[src/rtl/c1_io_pkg.sv]
// Shared types and constants for the C1 controller-port input path.
package c1_io_pkg;

    localparam int PAD_W = 10;

    typedef logic [PAD_W-1:0] pad_word_t;

    // Pads are active-low, so all-ones means nothing pressed.
    localparam pad_word_t PAD_RELEASED = 10'h3FF;

    localparam int POUT_P1_OFS = 0;
    localparam int POUT_P2_OFS = 3;

    typedef enum logic {
        STABLE = 1'b0,
        SETTLE = 1'b1
    } port_state_e;

endpackage

[src/rtl/c1_port_settle.sv]
// One controller port: picks one of two pad sources and blanks the output
// for a fixed number of cycles whenever the selection changes.
module c1_port_settle
    import c1_io_pkg::*;
(
    input  logic       clk_i,
    input  logic       rst_i,
    input  pad_word_t  src0_i,
    input  pad_word_t  src1_i,
    input  logic       req_i,
    input  logic       req_vld_i,
    input  logic [7:0] settle_cyc_i,
    output pad_word_t  word_o,
    output logic       sel_o,
    output logic       busy_o
);

    port_state_e state_q;
    logic [7:0]  cnt_q;
    pad_word_t   word_q;
    logic        sel_q;
    logic        change;
    pad_word_t   selSrc;

    assign change = req_vld_i && (req_i != sel_q);
    assign selSrc = sel_q ? src1_i : src0_i;

    // A differing request always restarts the blanking window, even mid-settle.
    always_ff @(posedge clk_i or posedge rst_i) begin
        if (rst_i) begin
            state_q <= STABLE;
            cnt_q   <= 8'd0;
            word_q  <= PAD_RELEASED;
            sel_q   <= 1'b0;
        end else begin
            case (state_q)
                STABLE: begin
                    if (change) begin
                        sel_q   <= req_i;
                        cnt_q   <= settle_cyc_i - 8'd1;
                        word_q  <= PAD_RELEASED;
                        state_q <= SETTLE;
                    end else begin
                        word_q  <= selSrc;
                    end
                end
                SETTLE: begin
                    word_q <= PAD_RELEASED;
                    if (change) begin
                        sel_q <= req_i;
                        cnt_q <= settle_cyc_i - 8'd1;
                    end else if (cnt_q == 8'd0) begin
                        state_q <= STABLE;
                        word_q  <= selSrc;
                    end else begin
                        cnt_q <= cnt_q - 8'd1;
                    end
                end
                default: begin
                    state_q <= STABLE;
                    word_q  <= PAD_RELEASED;
                end
            endcase
        end
    end

    assign word_o = word_q;
    assign sel_o  = sel_q;
    assign busy_o = (state_q == SETTLE);

endmodule

[src/rtl/c1_input_sched.sv]
// Controller-port scheduler: synchronises four pads, optionally snapshots
// them per frame, and routes them through two settling port selectors.
module c1_input_sched
    import c1_io_pkg::*;
#(
    parameter int SETTLE_CYC     = 48,
    parameter bit LATCH_ON_FRAME = 1'b0
) (
    input  logic        CLK_24M,
    input  logic        RESET,
    input  logic [9:0]  PAD1_RAW,
    input  logic [9:0]  PAD2_RAW,
    input  logic [9:0]  PAD3_RAW,
    input  logic [9:0]  PAD4_RAW,
    input  logic        MULTITAP_EN,
    input  logic        POUT_WR,
    input  logic [5:0]  POUT_DATA,
    input  logic        FRAME_STB,
    output logic [9:0]  P1_IN,
    output logic [9:0]  P2_IN,
    output logic        P1_SEL,
    output logic        P2_SEL,
    output logic        BUSY
);

    localparam logic [7:0] SETTLE_LEN = 8'(SETTLE_CYC);

    pad_word_t raw [4];
    pad_word_t sync1_q [4];
    pad_word_t sync2_q [4];
    pad_word_t snap_q [4];
    pad_word_t src [4];

    logic req1, req2, reqVld;
    logic busy1, busy2;
    logic unused_pout;

    assign raw[0] = PAD1_RAW;
    assign raw[1] = PAD2_RAW;
    assign raw[2] = PAD3_RAW;
    assign raw[3] = PAD4_RAW;

    always_ff @(posedge CLK_24M or posedge RESET) begin
        if (RESET) begin
            for (int i = 0; i < 4; i++) begin
                sync1_q[i] <= PAD_RELEASED;
                sync2_q[i] <= PAD_RELEASED;
            end
        end else begin
            for (int i = 0; i < 4; i++) begin
                sync1_q[i] <= raw[i];
                sync2_q[i] <= sync1_q[i];
            end
        end
    end

    always_ff @(posedge CLK_24M or posedge RESET) begin
        if (RESET) begin
            for (int i = 0; i < 4; i++) snap_q[i] <= PAD_RELEASED;
        end else if (FRAME_STB) begin
            for (int i = 0; i < 4; i++) snap_q[i] <= sync2_q[i];
        end
    end

    always_comb begin
        for (int i = 0; i < 4; i++) src[i] = LATCH_ON_FRAME ? snap_q[i] : sync2_q[i];
    end

    // With multitap off the request is held at 0 every cycle, so a port left
    // on pad3/pad4 falls back through a normal settle.
    assign req1   = POUT_DATA[POUT_P1_OFS] & MULTITAP_EN;
    assign req2   = POUT_DATA[POUT_P2_OFS] & MULTITAP_EN;
    assign reqVld = POUT_WR | ~MULTITAP_EN;

    assign unused_pout = ^{POUT_DATA[5:4], POUT_DATA[2:1]};

    c1_port_settle u_port1 (
        .clk_i        (CLK_24M),
        .rst_i        (RESET),
        .src0_i       (src[0]),
        .src1_i       (src[2]),
        .req_i        (req1),
        .req_vld_i    (reqVld),
        .settle_cyc_i (SETTLE_LEN),
        .word_o       (P1_IN),
        .sel_o        (P1_SEL),
        .busy_o       (busy1)
    );

    c1_port_settle u_port2 (
        .clk_i        (CLK_24M),
        .rst_i        (RESET),
        .src0_i       (src[1]),
        .src1_i       (src[3]),
        .req_i        (req2),
        .req_vld_i    (reqVld),
        .settle_cyc_i (SETTLE_LEN),
        .word_o       (P2_IN),
        .sel_o        (P2_SEL),
        .busy_o       (busy2)
    );

    assign BUSY = busy1 | busy2;

endmodule
[config.mk]
export PLATFORM = sky130hd
export DESIGN_NAME = c1_input_sched
export DESIGN_NICKNAME = d
export VERILOG_FILES = /design/src/rtl/c1_io_pkg.sv /design/src/rtl/c1_port_settle.sv /design/src/rtl/c1_input_sched.sv
export SDC_FILE = /design/constraint.sdc
export NUM_CORES = 1
export LEC_CHECK = 0
export ABC_CLOCK_PERIOD_IN_PS = 3430
export BUFFER_PORTS_ARGS = -buffer_cell sky130_fd_sc_hd__buf_2
export CAP_MARGIN = 10
export CORE_ASPECT_RATIO = 1.2
export CORE_UTILIZATION = 49
export CTS_CLUSTER_SIZE = 24
export DETAILED_ROUTE_END_ITERATION = 10
export GPL_TIMING_DRIVEN = 1
export PLACE_DENSITY = 0.72
export SYNTH_ARGS = -nofsm -noshare
export SYNTH_HDL_FRONTEND = slang
export SYNTH_SLANG_ARGS = --single-unit
[constraint.sdc]
create_clock -name CLK_24M -period 3.43 [get_ports CLK_24M]
set_clock_uncertainty 0.05 [all_clocks]
set_input_delay 0.343 -clock CLK_24M [delete_from_list [all_inputs] [get_ports CLK_24M]]
set_output_delay 0.343 -clock CLK_24M [all_outputs]
set_load 0.03 [all_outputs]
### Word level (Yosys, flattened, before mapping)

Index checks and enable logic that the tools add are counted.

* add/subtract/negate cells: 2
* equality and inequality tests: 6
* mux-type cells: 28
* bitwise operators: 7
* reduce and logical (&&, ||, !) cells: 6

Operators with widths (count)
* $mux 10: 8
* $mux 8: 6
* $pmux 10 s2: 2
* $pmux 8 s2: 2
* $logic_not 8->1: 2
* $sub 8x1->8 const B: 2
* $mux 1: 8
* $ne 3x3->1 const B: 2
* $ne 2x1->1 const B: 2
* $pmux 1 s2: 2
* $reduce_and 2->1: 2
* $not 1->1: 3
* $and 1x1->1: 2
* $logic_and 1x1->1: 2
* $ne 1x1->1: 2
* $or 1x1->1: 2

* bits in registers: 120
* input bits: 51
* output and inout port bits: 23

### Logic depth before layout (Yosys ltp)

Gate-level depths: netlist of run 1.

* depth after elaboration: 5
* gate-level depth with buffers: 7
* mapped depth without buffers: 6

### Cells and area by module

A second synthesis of run 1 with hierarchy kept.

* cells, all modules: 310
* area total of the unflattened synthesis: 4468.0 um^2

By module, submodules not included
* c1_input_sched: times used 1, cells an instance 87, area each 2138.3 um^2
* c1_port_settle (u_port2): times used 1, cells an instance 112, area each 1184.9 um^2
* c1_port_settle (u_port1): times used 1, cells an instance 111, area each 1144.8 um^2

### Least setup slack after synthesis of run 1

Ideal clock, no wire load.

* path type: flip-flop to flip-flop
* start: reg u_port2.cnt_q[0]
* end: reg u_port2.state_q (netlist: u_port2.busy_o)
* library setup time: 0.120 ns
* data arrival time: 1.543 ns
* required time: 3.260 ns
* setup slack: 1.718 ns
* stages on the path, launching flop included: 8
* path buffers: 1
* cell sequence: dfrtp_1 > inv_1 > ha_1 > nor4b_1 > a21bo_2 > and2b_1 > buf_2 > inv_1

* longest elaborated chain between the ends: 4

RTL lines
* start: declaration: line c1_port_settle.sv:19 `logic [7:0] cnt_q;`
* start signal: assignment: line c1_port_settle.sv:40 `cnt_q <= settle_cyc_i - 8'd1;`
* start signal: assignment: line c1_port_settle.sv:51 `cnt_q <= settle_cyc_i - 8'd1;`
* start signal: assignment: line c1_port_settle.sv:56 `cnt_q <= cnt_q - 8'd1;`
* $logic_not 8->1: line c1_port_settle.sv:52 `end else if (cnt_q == 8'd0) begin`
* $mux 1: line c1_port_settle.sv:52
* $mux 1: line c1_port_settle.sv:49 `if (change) begin`
* $pmux 1 s2: line c1_port_settle.sv:36 `case (state_q)`
* end signal: assignment: line c1_port_settle.sv:42 `state_q <= SETTLE;`
* end signal: assignment: line c1_port_settle.sv:53 `state_q <= STABLE;`
* end signal: assignment: line c1_port_settle.sv:60 `state_q <= STABLE;`
* end: declaration: line c1_port_settle.sv:18 `port_state_e state_q;`

No other way between the ends.
A chain may end at the register's enable or synchronous reset.

### Worst setup path in the final report of run 1

* start: reg u_port2.sel_q (netlist: u_port2.sel_o)
* end: reg u_port2.word_q[5] (netlist: u_port2.word_o[5])

* longest elaborated chain between the ends: 4
* elaborated cells between the ends (all ways): 7
* those cells by class: 1 x eq/ne; 5 x mux; 1 x reduce/logical

RTL lines
* start: declaration: line c1_port_settle.sv:21 `logic sel_q;`
* start signal: assignment: line c1_port_settle.sv:39 `sel_q <= req_i;`
* start signal: assignment: line c1_port_settle.sv:50 `sel_q <= req_i;`
* $mux 10 or $ne 1x1->1 (tied branches): line c1_port_settle.sv:26, c1_port_settle.sv:25
* $mux 10 or $logic_and 1x1->1 (tied branches): line c1_port_settle.sv:52, c1_port_settle.sv:25
* $mux 10 (on tied branches): line c1_port_settle.sv:49, c1_port_settle.sv:38
* $pmux 10 s2 (*): line c1_port_settle.sv:36
* end signal: assignment: line c1_port_settle.sv:44 `word_q <= selSrc;`
* end signal: assignment: line c1_port_settle.sv:54 `word_q <= selSrc;`
* end: declaration: line c1_port_settle.sv:20 `pad_word_t word_q;`

Every way passes the cells marked *; elsewhere a longest branch is shown, timed or not.

==> impl_metrics.json, run 1 <==
{
  "required_ps": 3780,
  "rows": 35,
  "root_buffer": "clkbuf_8",
  "dr.pass1.iters": 6,
  "p_sw_share_pct": 23.97,
  "tns_ps": 0,
  "cp_slowest_cell": "dfrtp_1",
  "rsz0062_at_grt": "no",
  "antenna_found_initial": 0,
  "die_h_um": 101.1,
  "core_mm2": 0.007795,
  "cts_tree": "yes",
  "min_period_over_period_pct": 61.61,
  "die_area_mm2": 0.008554,
  "vias_per_cell": 4.891,
  "power.density_mw_per_mm2": 665.9,
  "seq_power_share_pct": 45.2,
  "drt-total-wl_um": 6769,
  "ant_nets": 0,
  "layout.nets": 433,
  "fin_hold_ws_ps": 99.01,
  "synthToLayoutAreaGrowth_pct": 35.99,
  "dieWidth_um": 84.60,
  "synth-edff-count": 0,
  "switchingPower_mw": 0.8706,
  "arrival_ps": 2460,
  "tightest_slew_ps": 767.7,
  "critical_path_buf_inv_count": 0,
  "clk_pin_slew_ps": 60,
  "start_util_pct": 51.46,
  "syn_area_per_cell_um2": 15.79,
  "critPathTopFamily": "simple AND/OR/NAND/NOR gates",
  "synth_cells": 254,
  "dpl_worst_slack_ps": 1289,
  "n_antenna_cell": 0,
  "crit_type": "flip-flop to flip-flop",
  "syn_area_mm2": 0.004011,
  "synth_area_leaders": "dfstp_2 66%, dfrtp_1 12%, mux2i_1 6.5%, nand2_1 2.6%, nor3_1 1.0%",
  "yosysMostFrequentCell": "dfstp_2",
  "maxCapViolations": 0,
  "finalPower_mw": 3.633,
  "syn_nets": 307,
  "max_stage_delay_ps": 810,
  "internal_power_mw": 2.762,
  "drc": 0,
  "ys_seq_area_share_pct": 77.98,
  "leakagePower_nw": 2.281,
  "htreeDepth": 4,
  "ys_async_sr_fraction_pct": 100.0,
  "crit_path_max_fanout": 15,
  "wl_per_cell_um": 13.96,
  "r2r_cells": 4,
  "grt_pass1_wl_um": 11400,
  "vdd_drop_max_mv": 0.4874,
  "cts_buffers": 17,
  "grt_overflow": 0,
  "relSlewSlack_pct": 48.82,
  "slew_viol_final": 0,
  "cts_buffer_depth": 2,
  "synth_seq_cells": 120,
  "r2r-start": "u_port2.sel_o",
  "synth_largest_area_cell": "dfstp_2",
  "cp-end-kind": "flip-flop",
  "ys_top_cells_by_count": "100 x dfstp_2, 28 x nand2_1, 26 x mux2i_1, 20 x dfrtp_1",
  "grt_max_degree": 72,
  "drive_above_1_share_pct": 53.94,
  "pwr-share-comb_pct": 8.0,
  "grt.total_usage_pct": 18.06,
  "vias": 2372,
  "dp_hpwl_um": 3940,
  "rr_endpoint": "u_port2.word_o[5]",
  "fin_crit_ps": 2113,
  "min_to": "u_port2.sel_o",
  "r2r_setup_slack_ps": 1320,
  "synth_top_flop_cell": "dfstp_2",
  "grt_pass1_vias": 2474,
  "synthDistinctLibCells": 40,
  "finalWorstSetupSlack_ps": 1317,
  "startpoint_type": "flip-flop",
  "synth_top_area_share_pct": 65.50,
  "io_pins": 74,
  "io_buffers": 68,
  "place_congestion": 0.8360,
  "fmax_mhz": 473.2,
  "hold_path_class": "input pin to flip-flop",
  "holdPathStages": 2,
  "min_from": "MULTITAP_EN",
  "synth_warnings": 0,
  "cts_sinks": 120,
  "clkLatencyLatePin_ps": 500,
  "setup_viol": 0,
  "dr.first_iter.drc_count": 101,
  "hold_viol": 0,
  "fill_cells": 526,
  "status": "completed",
  "cp_cell_sequence": "nand4b_1, nand3_1, and2b_1, nand2_1",
  "clock_power_share_pct": 46.8
}
[logic make-up after synthesis]
| group | synth area share, % |
|---|---|
| AOI/OAI and AO/OA | 2.839 |
| xor gates and xnor gates | 0.4368 |
| and+or+nand+nor | 10.45 |
| DFF | 77.98 |
| buffers and inverters | 1.185 |
| muxes | 6.488 |
| adders and majority gates | 0.6237 |
[metal layers]
layer  wire length, um  part of all wire (%)  global-route usage (%)
met3               216                   3.2                   6.634
met5                 0                     0                       0
met2              3664                    54                   30.77
met1              2768                    41                   20.64
met4               120                   1.8                   7.953
[power groups by stage]
| stage | Clock (mW) | Combinational [mW] | Sequential (mW) |
|---|---|---|---|
| final | 1.70 | 0.290 | 1.64 |
| after global routing | 1.80 | 0.324 | 1.66 |
| after CTS | 1.73 | 0.291 | 1.64 |
| after detailed placement | 0 | 0.250 | 1.66 |
| after global placement | 0 | 0.239 | 1.65 |
| after floorplan | 0 | 0.181 | 1.64 |
[metrics by stage]
step | std cells | instance area (um^2) | util [%]
2_1_floorplan | 254 | 4011 | -
3_3_place_gp | 413 | 4474 | 57.40
3_5_place_dp | 413 | 4474 | 57.40
4_1_cts | 485 | 5455 | 69.98
5_1_grt | 485 | 5455 | 69.98
6_report | 485 | 5455 | 69.98
[worst max-delay path by stage]
stage,start,slack [ps],to,cells past startpoint
global route,u_port2.cnt_q[0],1100,u_port2.busy_o,6
finish,u_port2.sel_o,1320,u_port2.word_o[5],4
CTS,u_port2.sel_o,1260,u_port2.word_o[5],4
global placement,u_port2.sel_o,1420,u_port2.busy_o,4
detailed placement,u_port2.sel_o,1290,u_port2.word_o[5],4
floorplan,RESET,20,u_port1.busy_o,1
[flip-flops by register name, indices dropped and copies added (netlist names)]
register	flops
src	40
sync1_q	40
u_port1.busy_o	1
u_port1.cnt_q	8
u_port1.sel_o	1
u_port1.word_o	10
u_port2.busy_o	1
u_port2.cnt_q	8
u_port2.sel_o	1
u_port2.word_o	10
[layout by cell type (no fill, tap or decap), types with 3 or more instances in the layout]
master / instances
nor2b_1: 4
dfrtp_1: 20
dlygate4sd3_1: 40
nor2_1: 7
nand3_1: 4
or3_1: 3
buf_2: 68
inv_1: 7
clkinvlp_4: 3
or4_1: 3
nand2_1: 28
clkbuf_16: 16
o21ai_0: 3
mux2i_1: 26
dfstp_2: 100
inv_6: 5
buf_4: 3
nor3_1: 8
a21oi_1: 5
[what timing repair did]
action | in CTS | in global routing
setup buffers | 0 | 0
resized for setup | 0 | 0
hold buffers | 40 | 0
hold endpoints to repair | 40 | 0
[area by class of cell]
type                            instances  area (um^2)  share of cell area [%]
Sequential cell                       120         3128                   57.34
Multi-Input combinational cell        122        835.8                   15.32
Timing Repair Buffer                  111        763.2                   13.99
Clock buffer                           18        417.9                   7.661
Clock inverter                         14        162.7                   2.982
Tap cell                               92        115.1                   2.110
Inverter                                8        32.53                  0.5963
Power figures use the tool's default switching activity.
==> run 2: changes to the inputs <==
--- a/config.mk
+++ b/config.mk
@@ -5,7 +5,8 @@
 export SDC_FILE = /design/constraint.sdc
 export NUM_CORES = 1
 export LEC_CHECK = 0
-export ABC_CLOCK_PERIOD_IN_PS = 3430
+export ABC_AREA = 1
+export ABC_CLOCK_PERIOD_IN_PS = 1900
 export BUFFER_PORTS_ARGS = -buffer_cell sky130_fd_sc_hd__buf_2
 export CAP_MARGIN = 10
 export CORE_ASPECT_RATIO = 1.2
==> constraint.sdc (replaced) <==
create_clock -name CLK_24M -period 1.9 [get_ports CLK_24M]
set_clock_uncertainty 0.05 [all_clocks]
set_input_delay 0.19 -clock CLK_24M [delete_from_list [all_inputs] [get_ports CLK_24M]]
set_output_delay 0.19 -clock CLK_24M [all_outputs]
set_load 0.03 [all_outputs]
==> run 2 against run 1 <==
Setup slack worse by 1300 ps; core utilization up 0.77 points; count of clock-buffer cells in the layout up 1; critical path depth up 4; via count up 16%; total power up 89%; die area up 3.3%; sequential share of layout area down 3.1 points.
==> impl_metrics.json, run 2 <==
{
  "start_util_pct": 50.87,
  "cp_slowest_cell": "dlygate4sd3_1",
  "r2r_setup_slack_ps": 180,
  "clkLatencyLatePin_ps": 510,
  "synthDistinctLibCells": 23,
  "synth_cells": 333,
  "maxCapViolations": 0,
  "synth_top_area_share_pct": 63.35,
  "rows": 36,
  "layout_commonest_cell": "nand2_1",
  "synth_simple_gate_area_share_pct": 18.43,
  "r2r-start": "u_port2.cnt_q[0]",
  "ys_seq_area_share_pct": 75.41,
  "cts_buffers": 17,
  "synth_warnings": 0,
  "fill_cells": 536,
  "fmax_mhz": 542.0,
  "cp_cell_sequence": "dlygate4sd3_1, buf_2, nand2_1, dlygate4sd3_1, inv_1, nand2_1, o21ai_0, dlygate4sd3_1",
  "max_stage_delay_ps": 550,
  "min_from": "MULTITAP_EN",
  "dr.first_iter.drc_count": 99,
  "cts_buffer_depth": 2,
  "min_to": "u_port1.word_o[9]",
  "htreeDepth": 4,
  "n_antenna_cell": 0,
  "tightest_slew_ps": 595.0,
  "core_mm2": 0.008153,
  "slew_viol_final": 0,
  "leakagePower_nw": 2.600,
  "cp-end-kind": "flip-flop",
  "drive_above_1_share_pct": 47.60,
  "syn_area_per_cell_um2": 12.46,
  "cts_tree": "yes",
  "power.density_mw_per_mm2": 1189,
  "hold_viol": 0,
  "crit_path_max_fanout": 2,
  "drc": 0,
  "grt.total_usage_pct": 18.98,
  "startpoint_type": "input pin",
  "clk_pin_slew_ps": 60,
  "status": "completed",
  "drt-total-wl_um": 7477,
  "synth_top_family_by_area": "simple AND/OR/NAND/NOR gates",
  "layout.nets": 519,
  "required_ps": 2240,
  "crit_path_start": "POUT_DATA[0]",
  "die_area_mm2": 0.008838,
  "io_pins": 74,
  "synthToLayoutAreaGrowth_pct": 39.06,
  "antenna_found_initial": 0,
  "crit_type": "input pin to flip-flop",
  "setup_viol": 0,
  "vias_per_cell": 4.641,
  "hold_path_class": "input pin to flip-flop",
  "relSlewSlack_pct": 60.34,
  "synth_compound_area_share_pct": 1.297,
  "syn_nets": 386,
  "vdd_drop_max_mv": 0.8664,
  "grt_overflow": 0,
  "r2r_cells": 8,
  "synth_top_flop_cell": "dfstp_2",
  "synth_fa_ha_area_share_pct": 0.6033,
  "grt_pass1_vias": 2744,
  "cp_common_cell": "dlygate4sd3_1",
  "dpl_worst_slack_ps": 226.1,
  "finalWorstSetupSlack_ps": 55.03,
  "synth_largest_area_cell": "dfstp_2",
  "critPathTopFamily": "buffers and inverters",
  "place_congestion": 0.7524,
  "synthMuxAreaShare_pct": 0,
  "die_h_um": 102.8,
  "final_cell_mix": "101 x nand2_1, 100 x dfstp_2, 68 x buf_2",
  "ys_top_cells_by_count": "101 x nand2_1, 100 x dfstp_2, 23 x inv_1, 20 x dfrtp_1",
  "wl_per_cell_um": 12.61,
  "rr_endpoint": "u_port2.cnt_q[4]",
  "synthXorXnorAreaFrac_pct": 0.6335,
  "synth-edff-count": 0,
  "io_buffers": 68,
  "dp_hpwl_um": 4071,
  "ys_async_sr_fraction_pct": 100.0,
  "grt_pass1_wl_um": 12180,
  "cts_sinks": 120,
  "fin_crit_ps": 1845,
  "yosysMostFrequentCell": "nand2_1",
  "synth_area_leaders": "dfstp_2 63%, dfrtp_1 12%, nand2_1 9.1%, nand3_2 2.7%, nand4_1 2.6%",
  "ant_nets": 0,
  "vias": 2752,
  "synth_seq_cells": 120,
  "rsz0062_at_grt": "no",
  "arrival_ps": 2190,
  "critical_path_buf_inv_count": 5,
  "min_period_over_period_pct": 97.10,
  "grt_max_degree": 121,
  "dieWidth_um": 85.99,
  "root_buffer": "clkbuf_8",
  "dr.pass1.iters": 4,
  "tns_ps": 0,
  "syn_area_mm2": 0.004148,
  "holdPathStages": 4
}
## run 2: metrics by stage
stage / utilization (%) / hold WS, ps / cells / cell area, um^2 / power, mW
global route: 70.75 / 200.8 / 593 / 5768 / 7.165
floorplan: - / 144.5 / 333 / 4151 / 3.272
detailed placement: 57.00 / 246.1 / 514 / 4647 / 3.438
CTS: 70.66 / 172.5 / 593 / 5761 / 6.913
finish: 70.75 / 174.3 / 593 / 5768 / 6.861
global placement: 57.00 / 244.6 / 514 / 4647 / 3.403
## run 2: area by class of cell
cell class	instances	area [um^2]	area share, %
Clock buffer	19	452.9	7.852
Tap cell	114	142.6	2.473
Sequential cell	120	3128	54.23
Inverter	24	93.84	1.627
Timing Repair Buffer	123	883.3	15.31
Clock inverter	13	190.2	3.297
Multi-Input combinational cell	180	877.1	15.21
## run 2: power by group
| part | internal, mW | switching (mW) | leakage (nW) |
|---|---|---|---|
| combinational | 0.252 | 0.339 | 1.01 |
| clock | 2.25 | 1.13 | 0.310 |
| sequential | 2.80 | 0.0846 | 1.28 |
| total | 5.31 | 1.55 | 2.60 |
## run 2: routing by layer
metal / part of all wire (%) / track usage (%) / vias up
met5: 0 / 0 / -
met1: 39 / 20.37 / 1343
met3: 3.7 / 5.685 / 20
met4: 2.9 / 11.79 / 0
li1: - / - / 1323
met2: 55 / 33.03 / 66
## run 2: cells by family after synthesis
group | count (synthesis)
xor gates and xnor gates | 3
DFF | 120
adders and majority gates | 2
and+or+nand+nor | 165
AOI/OAI and AO/OA | 10
buffers and inverters | 33
## run 2: worst max path at each step
| stage | end | depth (start not counted) |
|---|---|---|
| floorplan | u_port1.busy_o | 1 |
| CTS | u_port1.cnt_q[0] | 10 |
| global route | u_port2.cnt_q[4] | 8 |
| global placement | u_port2.cnt_q[1] | 8 |
| detailed placement | u_port2.cnt_q[4] | 8 |
| finish | u_port1.sel_o | 8 |
## run 2: worst min-delay path, cell delays in order
cell     delay [ps]
buf_2           100
nand2_1         130
nand3_4         190
nand4_1         100
## run 2: repair_timing
action / CTS / global route
gates resized for setup: 0 / 1
setup endpoints to repair: 0 / 4
buffers inserted: 0 / 0
endpoints found under the hold margin: 62 / 0
hold buffers: 47 / 0
==> run 3: changes to the inputs <==
--- a/config.mk
+++ b/config.mk
@@ -14,7 +14,8 @@
 export CTS_CLUSTER_SIZE = 24
 export DETAILED_ROUTE_END_ITERATION = 10
 export GPL_TIMING_DRIVEN = 1
-export PLACE_DENSITY = 0.72
+export PLACE_DENSITY = 0.74
+export SKIP_CTS_REPAIR_TIMING = 1
 export SYNTH_ARGS = -nofsm -noshare
 export SYNTH_HDL_FRONTEND = slang
 export SYNTH_SLANG_ARGS = --single-unit
==> run 3 against run 2 <==
Via count shrank 2.0%; sequential power is essentially flat; register-to-register slack gained 60 ps; combinational power shrank 0.7%; wire length grew 0.48%; critical path depth shrank 6; total power shrank 0.12%; die area is the same; count of clock-buffer cells in the layout grew 6; sequential share of layout area grew 0.15 points; design area shrank 0.28%.
==> impl_metrics.json, run 3 (same netlist as run 2, synthesis figures left out) <==
{
  "min_period_over_period_pct": 91.03,
  "max_stage_delay_ps": 480,
  "cts_sinks": 120,
  "fill_cells": 527,
  "clk_pin_slew_ps": 50,
  "hold_viol": 0,
  "rsz0062_at_grt": "no",
  "drc": 0,
  "holdPathStages": 5,
  "die_area_mm2": 0.008838,
  "tns_ps": 0,
  "start_util_pct": 50.87,
  "fin_crit_ps": 1729,
  "startpoint_type": "flip-flop",
  "layout.nets": 519,
  "vdd_drop_max_mv": 1.189,
  "final_cells": 593,
  "n_antenna_cell": 0,
  "leakagePower_nw": 2.605,
  "vias": 2698,
  "htreeDepth": 4,
  "cp_cell_sequence": "or2_2, buf_2",
  "arrival_ps": 1490,
  "tightest_slew_ps": 463.7,
  "ant_nets": 0,
  "status": "completed",
  "maxCapViolations": 0,
  "cts_buffer_depth": 2,
  "grt_pass1_wl_um": 10800,
  "vias_per_cell": 4.550,
  "dr.pass1.iters": 4,
  "required_ps": 1660,
  "synthToLayoutAreaGrowth_pct": 38.67,
  "clkLatencyLatePin_ps": 510,
  "place_congestion": 0.8315,
  "die_h_um": 102.8,
  "slew_viol_final": 0,
  "fin_util_pct": 70.55,
  "antenna_found_initial": 0,
  "root_buffer": "clkbuf_8",
  "dp_hpwl_um": 4304,
  "layout_commonest_cell": "nand2_1",
  "grt_pass1_vias": 2354,
  "critical_path_buf_inv_count": 1,
  "hold_path_class": "input pin to flip-flop",
  "io_pins": 74,
  "multiInputGateArea_um2": 869.6,
  "drive_above_1_share_pct": 47.39,
  "final_cell_mix": "101 x nand2_1, 100 x dfstp_2, 68 x buf_2",
  "drt-total-wl_um": 7513,
  "setup_viol": 0,
  "cp-end-kind": "output pin",
  "crit_path_max_fanout": 9,
  "io_buffers": 68,
  "relSlewSlack_pct": 69.02,
  "dr.first_iter.drc_count": 98,
  "power.density_mw_per_mm2": 1191,
  "core_mm2": 0.008153,
  "cp_num_cells": 2,
  "cp_slowest_cell": "dfrtp_1",
  "grt_overflow": 0,
  "rows": 36,
  "cts_tree": "yes",
  "grt.total_usage_pct": 16.87,
  "wl_per_cell_um": 12.67,
  "r2r_cells": 8,
  "dp_cells": 517,
  "crit_type": "flip-flop to output pin",
  "dieWidth_um": 85.99,
  "grt_max_degree": 65,
  "regArea_mm2": 0.003128,
  "critPathTopFamily": "flip-flops",
  "cts_buffers": 17,
  "finalPower_mw": 6.852,
  "fmax_mhz": 578.2
}
-- run 3: cell types whose count changed in the layout (fill, tap and decap cells not counted), moves of 2 or more --
cell,previous run,this run
clkinv_4,3,0
buf_4,7,10
clkinvlp_4,3,1
clkbuf_1,0,4
clkinv_2,1,3
dlygate4sd3_1,47,44
inv_6,2,0
-- run 3: stage by stage --
step / hold slack (ps) / cell area, um^2 / worst slack [ps]
final: 7.479 / 5752 / 170.5
after CTS: -347.7 / 5311 / 144.4
after global routing: 18.99 / 5752 / 58.86
after detailed placement: 181.6 / 4669 / 234.7
after floorplan: 144.5 / 4151 / 272.3
after global placement: 173.7 / 4669 / 283.0
-- run 3: final cells by class --
class	instances	share of cell area, %
clock buffers	25	8.810
clock inverters	7	2.349
inverters	24	1.631
multi-input cells	180	15.12
flip-flops and latches	120	54.38
well taps	114	2.480
repair buffers	123	15.23
-- run 3: metal layers --
metal | routed length, um | vias up | GRT usage (%)
met2 | 3956 | 57 | 26.80
li1 | - | 1322 | -
met1 | 3140 | 1307 | 20.35
met5 | 0 | - | 0
met4 | 157 | 0 | 7.821
met3 | 258 | 12 | 6.805
-- run 3: where the power goes --
part | switching, mW | internal (mW)
logic | 0.338 | 0.250
registers | 0.0851 | 2.81
clock network | 1.02 | 2.35
total | 1.45 | 5.41
-- run 3: final timing paths --
path | slack (ps) | from | endpoint
worst max-delay path | 170 | u_port1.busy_o | BUSY
worst min-delay path | 7 | MULTITAP_EN | u_port1.sel_o
worst max register to register | 240 | u_port2.cnt_q[0] | u_port2.cnt_q[4]
worst min register to register | 300 | sync1_q[6] | src[6]
max in group asynchronous | 900 | RESET | sync1_q[13]
min in group asynchronous | 210 | RESET | u_port2.cnt_q[7]
-- run 3: tightest hold or removal path: stages --
cell and delay [ps]:
buf_2 100, nand2_1 60, inv_1 70, nand2_1 40, o21ai_0 60
